$ cat config.mk
export PLATFORM = sky130hd
export DESIGN_NAME = sort_dma_ctrl
export DESIGN_NICKNAME = d
export VERILOG_FILES = /design/src/rtl/sort_dma_ctrl_pkg.sv /design/src/rtl/sort_dma_ctrl.sv
export SDC_FILE = /design/constraint.sdc
export NUM_CORES = 1
export LEC_CHECK = 0
export ABC_AREA = 1
export CAP_MARGIN = 5
export CORE_ASPECT_RATIO = 1.25
export CORE_MARGIN = 2
export CORE_UTILIZATION = 30
export DETAILED_ROUTE_END_ITERATION = 8
export GPL_TIMING_DRIVEN = 0
export SYNTH_ARGS = -nofsm -noshare
export SYNTH_HDL_FRONTEND = slang
export SYNTH_SLANG_ARGS = --single-unit
$ cat constraint.sdc
create_clock -name clk_i -period 31.4 [get_ports clk_i]
set_input_delay 6.28 -clock clk_i [delete_from_list [all_inputs] [get_ports clk_i]]
set_output_delay 6.28 -clock clk_i [all_outputs]
set_load 0.005 [all_outputs]
$ cat src/rtl/sort_dma_ctrl_pkg.sv
// Shared definitions for the sorter DMA sequencer: FSM states, CSR offsets
// and bit positions inside the CTRL and STATUS registers.
package sort_dma_ctrl_pkg;

    typedef enum logic [2:0] {
        IDLE  = 3'd0,
        LOAD  = 3'd1,
        SORT  = 3'd2,
        STORE = 3'd3,
        DONE  = 3'd4
    } state_t;

    localparam logic [3:0] CSR_CTRL   = 4'h0;
    localparam logic [3:0] CSR_STATUS = 4'h4;
    localparam logic [3:0] CSR_SRC    = 4'h8;
    localparam logic [3:0] CSR_CYCLES = 4'hC;

    localparam int STAT_BUSY = 0;
    localparam int STAT_DONE = 1;
    localparam int STAT_ERR  = 2;

    localparam int CTRL_START    = 0;
    localparam int CTRL_CLR_DONE = 1;
    localparam int CTRL_DST_LSB  = 16;

endpackage

$ cat src/rtl/sort_dma_ctrl.sv
// Sorter DMA sequencer: fetches LIST_LEN words from SRC, presents them to the
// external combinational sorter, captures the sorted list and writes it to DST.
// A small CSR block starts runs and reports busy/done/err plus the run length.
module sort_dma_ctrl
    import sort_dma_ctrl_pkg::*;
#(
    parameter int LIST_LEN  = 8,
    parameter int DAT_WIDTH = 32,
    parameter int ADR_WIDTH = 10,
    parameter int SORT_LAT  = 1
) (
    input  logic                          clk_i,
    input  logic                          rst_i,
    input  logic                          csr_req_i,
    output logic                          csr_ack_o,
    input  logic                          csr_we_i,
    input  logic [3:0]                    csr_addr_i,
    input  logic [31:0]                   csr_wdata_i,
    output logic                          csr_resp_o,
    output logic [31:0]                   csr_rdata_o,
    output logic [ADR_WIDTH-1:0]          mem_addr_o,
    output logic                          mem_we_o,
    output logic [DAT_WIDTH-1:0]          mem_wdata_o,
    input  logic [DAT_WIDTH-1:0]          mem_rdata_i,
    output logic [LIST_LEN*DAT_WIDTH-1:0] unsorted_o,
    input  logic [LIST_LEN*DAT_WIDTH-1:0] sorted_i
);

    localparam int CNT_W = 8;
    localparam int IDX_W = (LIST_LEN > 1) ? $clog2(LIST_LEN) : 1;

    localparam logic [CNT_W-1:0]   LEN_C    = CNT_W'(LIST_LEN);
    localparam logic [CNT_W-1:0]   LEN_LAST = CNT_W'(LIST_LEN - 1);
    localparam logic [CNT_W-1:0]   LAT_LAST = CNT_W'(SORT_LAT - 1);
    localparam logic [ADR_WIDTH:0] SPAN     = {1'b1, {ADR_WIDTH{1'b0}}};
    localparam logic [ADR_WIDTH:0] LEN_A    = (ADR_WIDTH+1)'(LIST_LEN);

    state_t               state_q, state_d;
    logic [CNT_W-1:0]     cnt_q, cnt_d;
    logic [ADR_WIDTH-1:0] src_q;
    logic [ADR_WIDTH-1:0] run_src_q;
    logic [ADR_WIDTH-1:0] run_dst_q;
    logic                 err_q;
    logic [31:0]          cycles_q;
    logic                 resp_q;
    logic [31:0]          rdata_q;
    logic [31:0]          rd_val;
    logic [DAT_WIDTH-1:0] slot_q   [LIST_LEN];
    logic [DAT_WIDTH-1:0] result_q [LIST_LEN];

    logic                 busy;
    logic                 is_done;
    logic                 ctrl_wr;
    logic                 src_wr;
    logic                 csr_rd;
    logic                 start_req;
    logic                 clr_done;
    logic                 start_go;
    logic                 range_ok;
    logic [ADR_WIDTH-1:0] dst_new;
    logic [ADR_WIDTH:0]   src_end;
    logic [ADR_WIDTH:0]   dst_end;
    logic                 unused_wdata;

    assign busy      = (state_q == LOAD) || (state_q == SORT) || (state_q == STORE);
    assign is_done   = (state_q == DONE);
    assign ctrl_wr   = csr_req_i && csr_we_i && (csr_addr_i == CSR_CTRL);
    assign src_wr    = csr_req_i && csr_we_i && (csr_addr_i == CSR_SRC);
    assign csr_rd    = csr_req_i && !csr_we_i;
    assign start_req = ctrl_wr && csr_wdata_i[CTRL_START];
    assign clr_done  = ctrl_wr && csr_wdata_i[CTRL_CLR_DONE];
    assign dst_new   = csr_wdata_i[CTRL_DST_LSB +: ADR_WIDTH];

    // A window must end at or below the top of memory so that the
    // ADR_WIDTH-bit address arithmetic during the run can never wrap.
    assign src_end   = {1'b0, src_q} + LEN_A;
    assign dst_end   = {1'b0, dst_new} + LEN_A;
    assign range_ok  = (src_end <= SPAN) && (dst_end <= SPAN);
    assign start_go  = start_req && (state_q == IDLE || state_q == DONE) && range_ok;

    assign unused_wdata = ^csr_wdata_i;

    assign csr_ack_o   = csr_req_i;
    assign csr_resp_o  = resp_q;
    assign csr_rdata_o = rdata_q;

    // State and phase counter register.
    always_ff @(posedge clk_i or posedge rst_i) begin
        if (rst_i) begin
            state_q <= IDLE;
            cnt_q   <= '0;
        end else begin
            state_q <= state_d;
            cnt_q   <= cnt_d;
        end
    end

    // Next-state logic and memory port drive for the current phase.
    always_comb begin
        state_d     = state_q;
        cnt_d       = cnt_q;
        mem_addr_o  = '0;
        mem_we_o    = 1'b0;
        mem_wdata_o = '0;
        case (state_q)
            IDLE: begin
                if (start_go) begin
                    state_d = LOAD;
                    cnt_d   = '0;
                end
            end
            LOAD: begin
                // The extra final cycle only collects the last read word.
                if (cnt_q != LEN_C) begin
                    mem_addr_o = run_src_q + ADR_WIDTH'(cnt_q);
                end
                if (cnt_q == LEN_C) begin
                    state_d = SORT;
                    cnt_d   = '0;
                end else begin
                    cnt_d = cnt_q + 8'd1;
                end
            end
            SORT: begin
                if (cnt_q == LAT_LAST) begin
                    state_d = STORE;
                    cnt_d   = '0;
                end else begin
                    cnt_d = cnt_q + 8'd1;
                end
            end
            STORE: begin
                mem_addr_o  = run_dst_q + ADR_WIDTH'(cnt_q);
                mem_we_o    = 1'b1;
                mem_wdata_o = result_q[cnt_q[IDX_W-1:0]];
                if (cnt_q == LEN_LAST) begin
                    state_d = DONE;
                    cnt_d   = '0;
                end else begin
                    cnt_d = cnt_q + 8'd1;
                end
            end
            DONE: begin
                if (start_go) begin
                    state_d = LOAD;
                    cnt_d   = '0;
                end else if (clr_done) begin
                    state_d = IDLE;
                end
            end
            default: begin
                state_d = IDLE;
                cnt_d   = '0;
            end
        endcase
    end

    // CSR state: SRC, the addresses latched for the run, error flag, run length.
    always_ff @(posedge clk_i or posedge rst_i) begin
        if (rst_i) begin
            src_q     <= '0;
            run_src_q <= '0;
            run_dst_q <= '0;
            err_q     <= 1'b0;
            cycles_q  <= '0;
        end else begin
            if (src_wr && !busy) begin
                src_q <= csr_wdata_i[ADR_WIDTH-1:0];
            end
            if (start_go) begin
                run_src_q <= src_q;
                run_dst_q <= dst_new;
                err_q     <= 1'b0;
                cycles_q  <= '0;
            end else if (start_req) begin
                err_q <= 1'b1;
            end
            if (busy) begin
                cycles_q <= cycles_q + 32'd1;
            end
        end
    end

    // Read data selection from the register state seen by the request.
    always_comb begin
        rd_val = '0;
        case (csr_addr_i)
            CSR_STATUS: begin
                rd_val[STAT_BUSY] = busy;
                rd_val[STAT_DONE] = is_done;
                rd_val[STAT_ERR]  = err_q;
            end
            CSR_SRC:    rd_val[ADR_WIDTH-1:0] = src_q;
            CSR_CYCLES: rd_val = cycles_q;
            default:    rd_val = '0;
        endcase
    end

    // Read response one cycle after an accepted read; writes never respond.
    always_ff @(posedge clk_i or posedge rst_i) begin
        if (rst_i) begin
            resp_q  <= 1'b0;
            rdata_q <= '0;
        end else begin
            resp_q  <= csr_rd;
            rdata_q <= csr_rd ? rd_val : 32'd0;
        end
    end

    generate
        for (genvar gi = 0; gi < LIST_LEN; gi++) begin : g_slot
            // Slot gi takes the read data returning one cycle after address SRC+gi.
            always_ff @(posedge clk_i or posedge rst_i) begin
                if (rst_i) begin
                    slot_q[gi] <= '0;
                end else if (state_q == LOAD && cnt_q == CNT_W'(gi + 1)) begin
                    slot_q[gi] <= mem_rdata_i;
                end
            end

            // Result gi is captured from the sorter once its settle time has elapsed.
            always_ff @(posedge clk_i or posedge rst_i) begin
                if (rst_i) begin
                    result_q[gi] <= '0;
                end else if (state_q == SORT && cnt_q == LAT_LAST) begin
                    result_q[gi] <= sorted_i[gi*DAT_WIDTH +: DAT_WIDTH];
                end
            end

            assign unsorted_o[gi*DAT_WIDTH +: DAT_WIDTH] = slot_q[gi];
        end
    endgenerate

endmodule
=== Word-level counts from Yosys, hierarchy flattened ===
Index checks and enable logic that the tools add are counted.
Widths: inputs -> output; s select.

* Output and inout port bits: 333
* Input port bits: 328
* Logic and storage cells: 115
* Flip-flop bits (word level): 619

* Order comparisons: 3
* Multiplexer cells: 27
* Add/sub/neg operators: 6
* Eq/ne operators: 22
* Bitwise gates (word level): 1
* Reductions and logical operators: 31

{| class="wikitable"
|+ Operators by type and width
! operator !! number
|-
| $mux 32 || 6
|-
| $bmux 32 s3 || 1
|-
| $add 32x1->32 const B || 1
|-
| $eq 8x3->1 const B || 4
|-
| $mux 8 || 4
|-
| $pmux 8 s4 || 1
|-
| $add 10x4->11 const B || 2
|-
| $le 11x11->1 const B || 2
|-
| $mux 22 || 1
|-
| $add 10x8->10 || 2
|-
| $pmux 10 s2 || 1
|-
| $logic_and 1x1->1 || 19
|-
| $mux 3 || 6
|-
| $eq 8x2->1 const B || 2
|-
| $pmux 3 s5 || 1
|-
| $pmux 7 s2 || 1
|-
| $mux 10 || 1
|-
| $pmux 3 s3 || 1
|-
| $add 8x1->8 const B || 1
|-
| $eq 4x4->1 const B || 2
|-
| $eq 8x1->1 const B || 1
|-
| $eq 8x4->1 const B || 1
|-
| $logic_not 8->1 || 1
|-
| $ne 2x1->1 const B || 4
|-
| 17 further kinds || 24
|}

=== Longest topological paths before layout ===
Gate-level depths: netlist of run 1.

* Depth in word-level cells: 7
* Depth in mapped cells: 12
* Gate-level depth less buffers: 11

=== Least setup slack after synthesis of run 1 ===
No wires, ideal clock.

* Path kind: input to output
* From: input csr_req_i
* To: output csr_ack_o
* Slack: 18729 ps
* Required time: 25120 ps
* Buffers on the path: 1
* Data arrival time: 6391 ps
* Cell stages on the path: 1
* Cell sequence: buf_4

{| class="wikitable"
|+ RTL lines
! what !! RTL line !! RTL
|-
| from (decl) || sort_dma_ctrl.sv:14 || <nowiki>input logic csr_req_i,</nowiki>
|-
| to (decl) || sort_dma_ctrl.sv:15 || <nowiki>output logic csr_ack_o,</nowiki>
|}

No word-level cell between the ends.

=== Final worst setup path of run 1 ===
* From: input csr_req_i
* To: output csr_ack_o

No word-level cell between the ends.

==> results.sh, run 1 <==
export IMPL_synthAdderAreaFrac_pct=1.224
export IMPL_yosys_area_top_type="dfrtp_1"
export IMPL_die_w_um=271.3
export IMPL_synth_mux_area_share_pct=8.409
export IMPL_worst_slew_pin_slew_ns=0.9789
export IMPL_leakagePower_nw=16.70
export IMPL_drt_total_wl_um=108100
export IMPL_syn_inst=2835
export IMPL_setup_slack_ns=17.68
export IMPL_max_cap_violations=0
export IMPL_arrival_ns=7.44
export IMPL_finalCritPeriodShare_pct=43.68
export IMPL_critPathKind="input pin to primary output"
export IMPL_worstPathMaxFanout=4
export IMPL_die_area_mm2=0.09170
export IMPL_initial_core_util_pct=30.25
export IMPL_first_pass_iters=5
export IMPL_hold_path_startpoint="unsorted_o[111]"
export IMPL_seq_area_frac_synth_pct=57.83
export IMPL_drc=0
export IMPL_final_antenna_net_count=0
export IMPL_first_global_vias=23700
export IMPL_numCtsBuffers=71
export IMPL_grt_use_total_pct=23.29
export IMPL_critPathLaunchType="input pin"
export IMPL_period_needed_ns=13.72
export IMPL_cts_htree_levels=3
export IMPL_worstSkewPairLatency_ns=0.64
export IMPL_fp_row_count=122
export IMPL_yosys_cell_types_count=37
export IMPL_postSynthAreaPerCell_um2=9.447
export IMPL_critical_path_max_stage_delay_ns=0.54
export IMPL_ys_ff_latch=619
export IMPL_finalSetupViolCount=0
export IMPL_crit_chain="clkdlybuf4s50_1 > buf_4 > clkdlybuf4s50_1"
export IMPL_grt_max_degree=129
export IMPL_hold_depth=2
export IMPL_dp_worst_setup_slack_ns=17.67
export IMPL_io_buffers=648
export IMPL_grt_overflow_total=0
export IMPL_synth_xor_xnor_area_share_pct=0.3270
export IMPL_place_congestion=0.9039
export IMPL_cpMaxStageDelayCell="clkdlybuf4s50_1"
export IMPL_area_growth_pct=40.00
export IMPL_reg2reg_from="cnt_q[1]"
export IMPL_layout_cells_non_filler=4809
export IMPL_wl_per_cell_um=22.47
export IMPL_yosysTopAreaCellShare_pct=57.83
export IMPL_power_density_mw_per_mm2=63.74
export IMPL_crit_start="csr_req_i"
export IMPL_r2r_setup_slack_ns=26.99
export IMPL_fillers=8763
export IMPL_cts_hold_buf=0
export IMPL_status="completed"
export IMPL_avgViaCountPerCell=4.845
export IMPL_synthSimpleGateAreaFrac_pct=14.22
export IMPL_clockBufferDepth=3
export IMPL_antenna_found_initial=32
export IMPL_relSlewSlack_pct=34.74
export IMPL_synthTopCellsByArea="dfrtp_1 (58%), o21ai_0 (8.9%), nand2_1 (8.2%)"
export IMPL_synth_compound_area_share_pct=12.99
export IMPL_ir_worst_vdd_v=0.00003463
export IMPL_end_kind="primary output"
export IMPL_syn_area_mm2=0.02678
export IMPL_dpl_cell_count=4666
export IMPL_root_buffer="clkbuf_16"
export IMPL_ys_warn_count=0
export IMPL_dp_final_hpwl_um=81940
export IMPL_hp_class="register to register"
export IMPL_rsz0062_at_grt="no"
export IMPL_cts_tree="yes"
export IMPL_crit_path_frequent_cell="clkdlybuf4s50_1"
export IMPL_min_to="unsorted_o[111]"
export IMPL_core_area_mm2=0.08853
export IMPL_grt_first_pass_wirelength_um=158400
export IMPL_reg2reg_depth=11
export IMPL_syn_num_nets=3188
export IMPL_nNetsFinal=3914
export IMPL_cts_resized=0
export IMPL_postPlaceCellArea_mm2=0.03489
export IMPL_design_area_mm2=0.03750
export IMPL_worstPathRequired_ns=25.12
export IMPL_drive_gt1_share_pct=5.059
export IMPL_vias=23300
export IMPL_synth_top_family_by_area="simple AND/OR/NAND/NOR gates"
export IMPL_slew_viol_final=0
export IMPL_hold_ws_ns=0.4817
export IMPL_pin_count=661
export IMPL_reg2reg_to="result_q[128]"
export IMPL_cts_setup_buffers=0
export IMPL_drtIter0Drc=1508
export IMPL_die_h_um=338.1
export IMPL_cts_clk_slew_worst_paths_ns=0.06
export IMPL_fmax_ghz=0.07291
export IMPL_finalClockSkew_ns=0.02673
export IMPL_cts_sinks=619
export IMPL_hold_viol_final=0
export IMPL_tns_ns=0
-- area by class of cell --
cell class                 instances  area [µm²]  area share [%]
buffer                           154       625.6           1.668
antenna                           14       35.03         0.09343
clock inverter                    35       526.8           1.405
timing repair buffer             653        6624           17.67
sequential                       619       15490           41.31
tap                             1178        1474           3.931
multi-input combinational       1872        9955           26.55
inverter                         190       720.7           1.922
clock buffer                      94        2046           5.456
-- sequential cells by signal, summed over array words and instances, names as in the netlist --
signal       count
state_q          3
err_q            1
run_src_q       10
cycles_q        32
result_q       256
cnt_q            8
csr_rdata_o     32
csr_resp_o       1
unsorted_o     256
src_q           10
run_dst_q       10
-- where the power goes --
part	internal (mW)	switching (mW)	leakage (nW)
clock network	0.547	0.366	1.25
logic	0.204	0.328	8.77
registers	0.893	0.0531	6.69
total	1.64	0.747	16.7
-- through the flow --
stage / power [mW] / utilization (%)
final: 2.390 / 42.35
after detailed placement: 1.492 / 39.41
after floorplan: 1.230 / -
after global placement: 1.486 / 39.24
after global routing: 2.513 / 42.34
after CTS: 2.414 / 42.31
-- cell usage in the layout, fill, tap and decap left out, drive strengths merged --
master	count
nor2	232
clkdlybuf4s50	648
mux2	200
nand2	584
ha	23
nand4	17
nor3	30
buf	49
o211ai	6
diode	14
clkinvlp	6
bufinv	10
xnor2	5
o2111ai	1
o221ai	1
a22o	2
clkinv	15
fa	2
nor3b	1
clkbuf	204
o21bai	3
or2	2
o21ai	484
nand3	85
a21oi	172
a31oi	9
nand3b	2
o22ai	6
xor2	5
inv	194
dfrtp	619
-- synth_stat cells --
cell	instances
nor3_2	1
a22o_1	2
a21oi_1	172
nor3_4	1
nor3_1	28
inv_2	2
o22ai_1	6
buf_1	8
o21bai_1	3
nand2_2	1
mux2_1	190
mux2_2	10
fa_1	2
o2111ai_1	1
dfrtp_1	619
nor3b_1	1
inv_1	187
o211ai_1	6
xor2_1	5
o21ai_1	9
clkbuf_1	110
o21ai_0	475
nor2_1	231
or2_2	2
xnor2_1	5
ha_1	23
nor2_2	1
buf_4	1
o221ai_1	1
nand4_2	1
nand4_1	16
nand3b_1	2
nand3_1	85
buf_2	35
clkinv_1	1
a31oi_1	9
nand2_1	583
-- worst max-delay path: cells and delay by family --
kind	cells	cell delay, ns
buffers and inverters	3	1.15
-- logic make-up (layout without fill, tap and decap cells) --
kind of cell | Yosys count | in the layout
AOI/OAI and AO/OA | 684 | 684
xor gates and xnor gates | 10 | 10
adders and majority gates | 25 | 25
buffers and inverters | 344 | 1126
DFF | 619 | 619
muxes | 200 | 200
other | 0 | 14
and+or+nand+nor | 953 | 953
-- worst max path at each step --
stage | end | slack, ns
4_1_cts | csr_ack_o | 17.67
3_5_place_dp | csr_ack_o | 17.67
2_1_floorplan | cnt_q[0] | 7.79
3_3_place_gp | unsorted_o[132] | -0.63
5_1_grt | csr_ack_o | 17.63
6_report | csr_ack_o | 17.68
-- routing by layer --
layer	routed length (µm)	track usage (%)
met2	52250	39.59
met4	2950	7.225
met3	8999	7.169
met1	43680	28.25
met5	186	0
(Power assumes the default switching activity.)
==> inputs of run 2 (changes only) <==
- clock period: 31.4 -> 11.33 ns (I/O delays scaled with it)
==> run 2 against run 1 <==
Effect of this change: combinational power rose to 2.8 times the previous value; design area up 0.32%; clock skew increased by 0.0057 ns; sequential power grew to 2.8 times the previous value; non-clock buffer count rose by 12; clock-buffer cell count fell by 3; register-to-register slack lost 20 ns; worst setup slack got worse by 13 ns.
==> results.sh, run 2 (synthesis results as in run 1) <==
export IMPL_worstPathRequired_ns=9.06
export IMPL_reg2reg_depth=11
export IMPL_p_int_mw=4.503
export IMPL_period_needed_ns=6.956
export IMPL_hold_path_startpoint="unsorted_o[120]"
export IMPL_status="completed"
export IMPL_worst_slew_pin_slew_ns=1.028
export IMPL_drc=0
export IMPL_drtIter0Drc=1648
export IMPL_fmax_ghz=0.1438
export IMPL_critPathKind="register to primary output"
export IMPL_cts_hold_buf=0
export IMPL_relSlewSlack_pct=31.45
export IMPL_cts_resized=0
export IMPL_critical_path_max_stage_delay_ns=0.73
export IMPL_cpMaxStageDelayCell="clkbuf_1"
export IMPL_layout_common_cells="clkdlybuf4s50_1 (648), dfrtp_1 (619), nand2_1 (583)"
export IMPL_place_congestion=0.9093
export IMPL_rsz0062_at_grt="no"
export IMPL_critPathLaunchType="register"
export IMPL_cts_clk_slew_worst_paths_ns=0.06
export IMPL_dp_worst_setup_slack_ns=4.877
export IMPL_initial_core_util_pct=30.25
export IMPL_dp_final_hpwl_um=83460
export IMPL_leakagePower_nw=16.76
export IMPL_grt_overflow_total=0
export IMPL_cts_htree_levels=3
export IMPL_hp_class="register to register"
export IMPL_area_growth_pct=40.45
export IMPL_dpl_cell_count=4678
export IMPL_p_switching_mw=2.061
export IMPL_setup_slack_ns=4.374
export IMPL_first_pass_iters=5
export IMPL_r2r_setup_slack_ns=7.02
export IMPL_p_sw_share_pct=31.40
export IMPL_reg2reg_from="cnt_q[1]"
export IMPL_hold_depth=2
export IMPL_seqPwrFrac_pct=39.9
export IMPL_avgViaCountPerCell=4.814
export IMPL_finalClockSkew_ns=0.03242
export IMPL_min_to="unsorted_o[120]"
export IMPL_clockBufferDepth=3
export IMPL_final_common_cell="clkdlybuf4s50_1"
export IMPL_arrival_ns=4.69
export IMPL_layout_cells_non_filler=4827
export IMPL_drt_total_wl_um=107700
export IMPL_slew_viol_final=0
export IMPL_numCtsBuffers=71
export IMPL_max_cap_violations=0
export IMPL_final_antenna_net_count=0
export IMPL_finalSetupViolCount=0
export IMPL_first_global_vias=23960
export IMPL_vias=23240
export IMPL_cts_tree="yes"
export IMPL_grt_first_pass_wirelength_um=158100
export IMPL_drive_gt1_share_pct=5.320
export IMPL_reg2reg_to="result_q[129]"
export IMPL_fp_row_count=122
export IMPL_nNetsFinal=3926
export IMPL_cts_sinks=619
export IMPL_hold_viol_final=0
export IMPL_end_kind="primary output"
export IMPL_pin_count=661
export IMPL_cts_setup_buffers=0
export IMPL_root_buffer="clkbuf_16"
export IMPL_die_h_um=338.1
export IMPL_die_w_um=271.3
export IMPL_worstPathMaxFanout=10
export IMPL_power_density_mw_per_mm2=174.5
export IMPL_crit_chain="clkbuf_1 > clkbuf_1 > inv_1 > ha_1 > nand3_1 > o21ai_1 > inv_1 > nand2_1 > o21ai_0 > clkdlybuf4s50_1"
export IMPL_antenna_found_initial=34
export IMPL_grt_use_total_pct=23.23
export IMPL_worstSkewPairLatency_ns=0.63
export IMPL_ir_worst_vdd_v=0.0001092
export IMPL_core_area_mm2=0.08853
export IMPL_finalCritPeriodShare_pct=61.40
export IMPL_die_area_mm2=0.09170
export IMPL_clkPwrFrac_pct=37.4
export IMPL_wl_per_cell_um=22.32
export IMPL_grt_max_degree=43
export IMPL_power_mw=6.564
export IMPL_io_buffers=648
export IMPL_p_comb_share_pct=22.7
==> run 2: changes by cell type in the layout (fill, tap and decap cells not counted), sizes merged <==
cell    delta
buf       +12
clkinv     +4
bufinv     -1
diode      +7
clkbuf     -3
inv        -1
==> run 2: power by group through the flow <==
stage | Clock [mW] | Sequential, mW | Combinational (mW)
4_1_cts | 2.52 | 2.62 | 1.50
2_1_floorplan | 0 | 2.62 | 0.789
3_3_place_gp | 0 | 2.66 | 1.46
5_1_grt | 2.60 | 2.65 | 1.65
3_5_place_dp | 0 | 2.65 | 1.49
6_report | 2.46 | 2.62 | 1.49
==> run 2: cell type report <==
type / instances / area [µm²]
Fill cell: 8828 / 50920
Sequential cell: 619 / 15490
Multi-Input combinational cell: 1872 / 9955
Timing Repair Buffer: 665 / 6827
Clock buffer: 91 / 1983
Tap cell: 1178 / 1474
Inverter: 190 / 716.9
Buffer: 154 / 625.6
Clock inverter: 37 / 493.0
Antenna cell: 21 / 52.55
==> run 2: stage by stage <==
stage / instance area, µm² / setup TNS (ns) / util (%) / hold slack (ns)
CTS: 37560 / 0 / 42.43 / 0.4872
floorplan: 26790 / 0 / - / 0.4528
global route: 37600 / 0 / 42.46 / 0.4909
global placement: 34750 / -2362.20 / 39.25 / 0.4646
finish: 37620 / 0 / 42.49 / 0.4816
detailed placement: 35090 / 0 / 39.63 / 0.4721
==> run 2: worst max path at each step <==
stage | start | endpoint | slack [ns] | depth (start not counted)
2_1_floorplan | rst_i | cnt_q[0] | 0.62 | 1
3_3_place_gp | rst_i | unsorted_o[202] | -3.94 | 2
3_5_place_dp | cnt_q[1] | mem_addr_o[7] | 4.88 | 10
4_1_cts | cnt_q[1] | mem_addr_o[7] | 4.19 | 10
5_1_grt | cnt_q[1] | mem_addr_o[7] | 4.01 | 10
6_report | cnt_q[1] | mem_addr_o[7] | 4.37 | 10
==> run 2: metal layers <==
metal | wire [µm] | track usage [%]
met2 | 52360 | 39.47
met3 | 8606 | 6.977
met1 | 43100 | 27.77
met4 | 3532 | 8.581
met5 | 122 | 0
==> run 2: critical path, delay by kind of cell (launching register included) <==
family | cells | cell delay [ns]
AND/OR/NAND/NOR | 2 | 0.19
buffers and inverters | 5 | 2.55
flip-flops | 1 | 0.63
AO/OA/AOI/OAI | 2 | 0.40
adder cells (fa/ha/maj) | 1 | 0.31
==> inputs of run 3 (changes only) <==
- clock period: 11.33 -> 6.45 ns (I/O delays scaled with it)
==> results of run 3 <==
The final DEF is identical to that of run 2. Status: completed.
Among the figures that moved: setup slack after placement 4.877 ns -> 0.9733 ns; setup slack after layout 4.374 ns -> 0.4697 ns; register-to-register setup slack 7.02 ns -> 2.14 ns; total power 6.564 mW -> 11.53 mW; worst IR drop on VDD 0.0001092 V -> 0.0001918 V
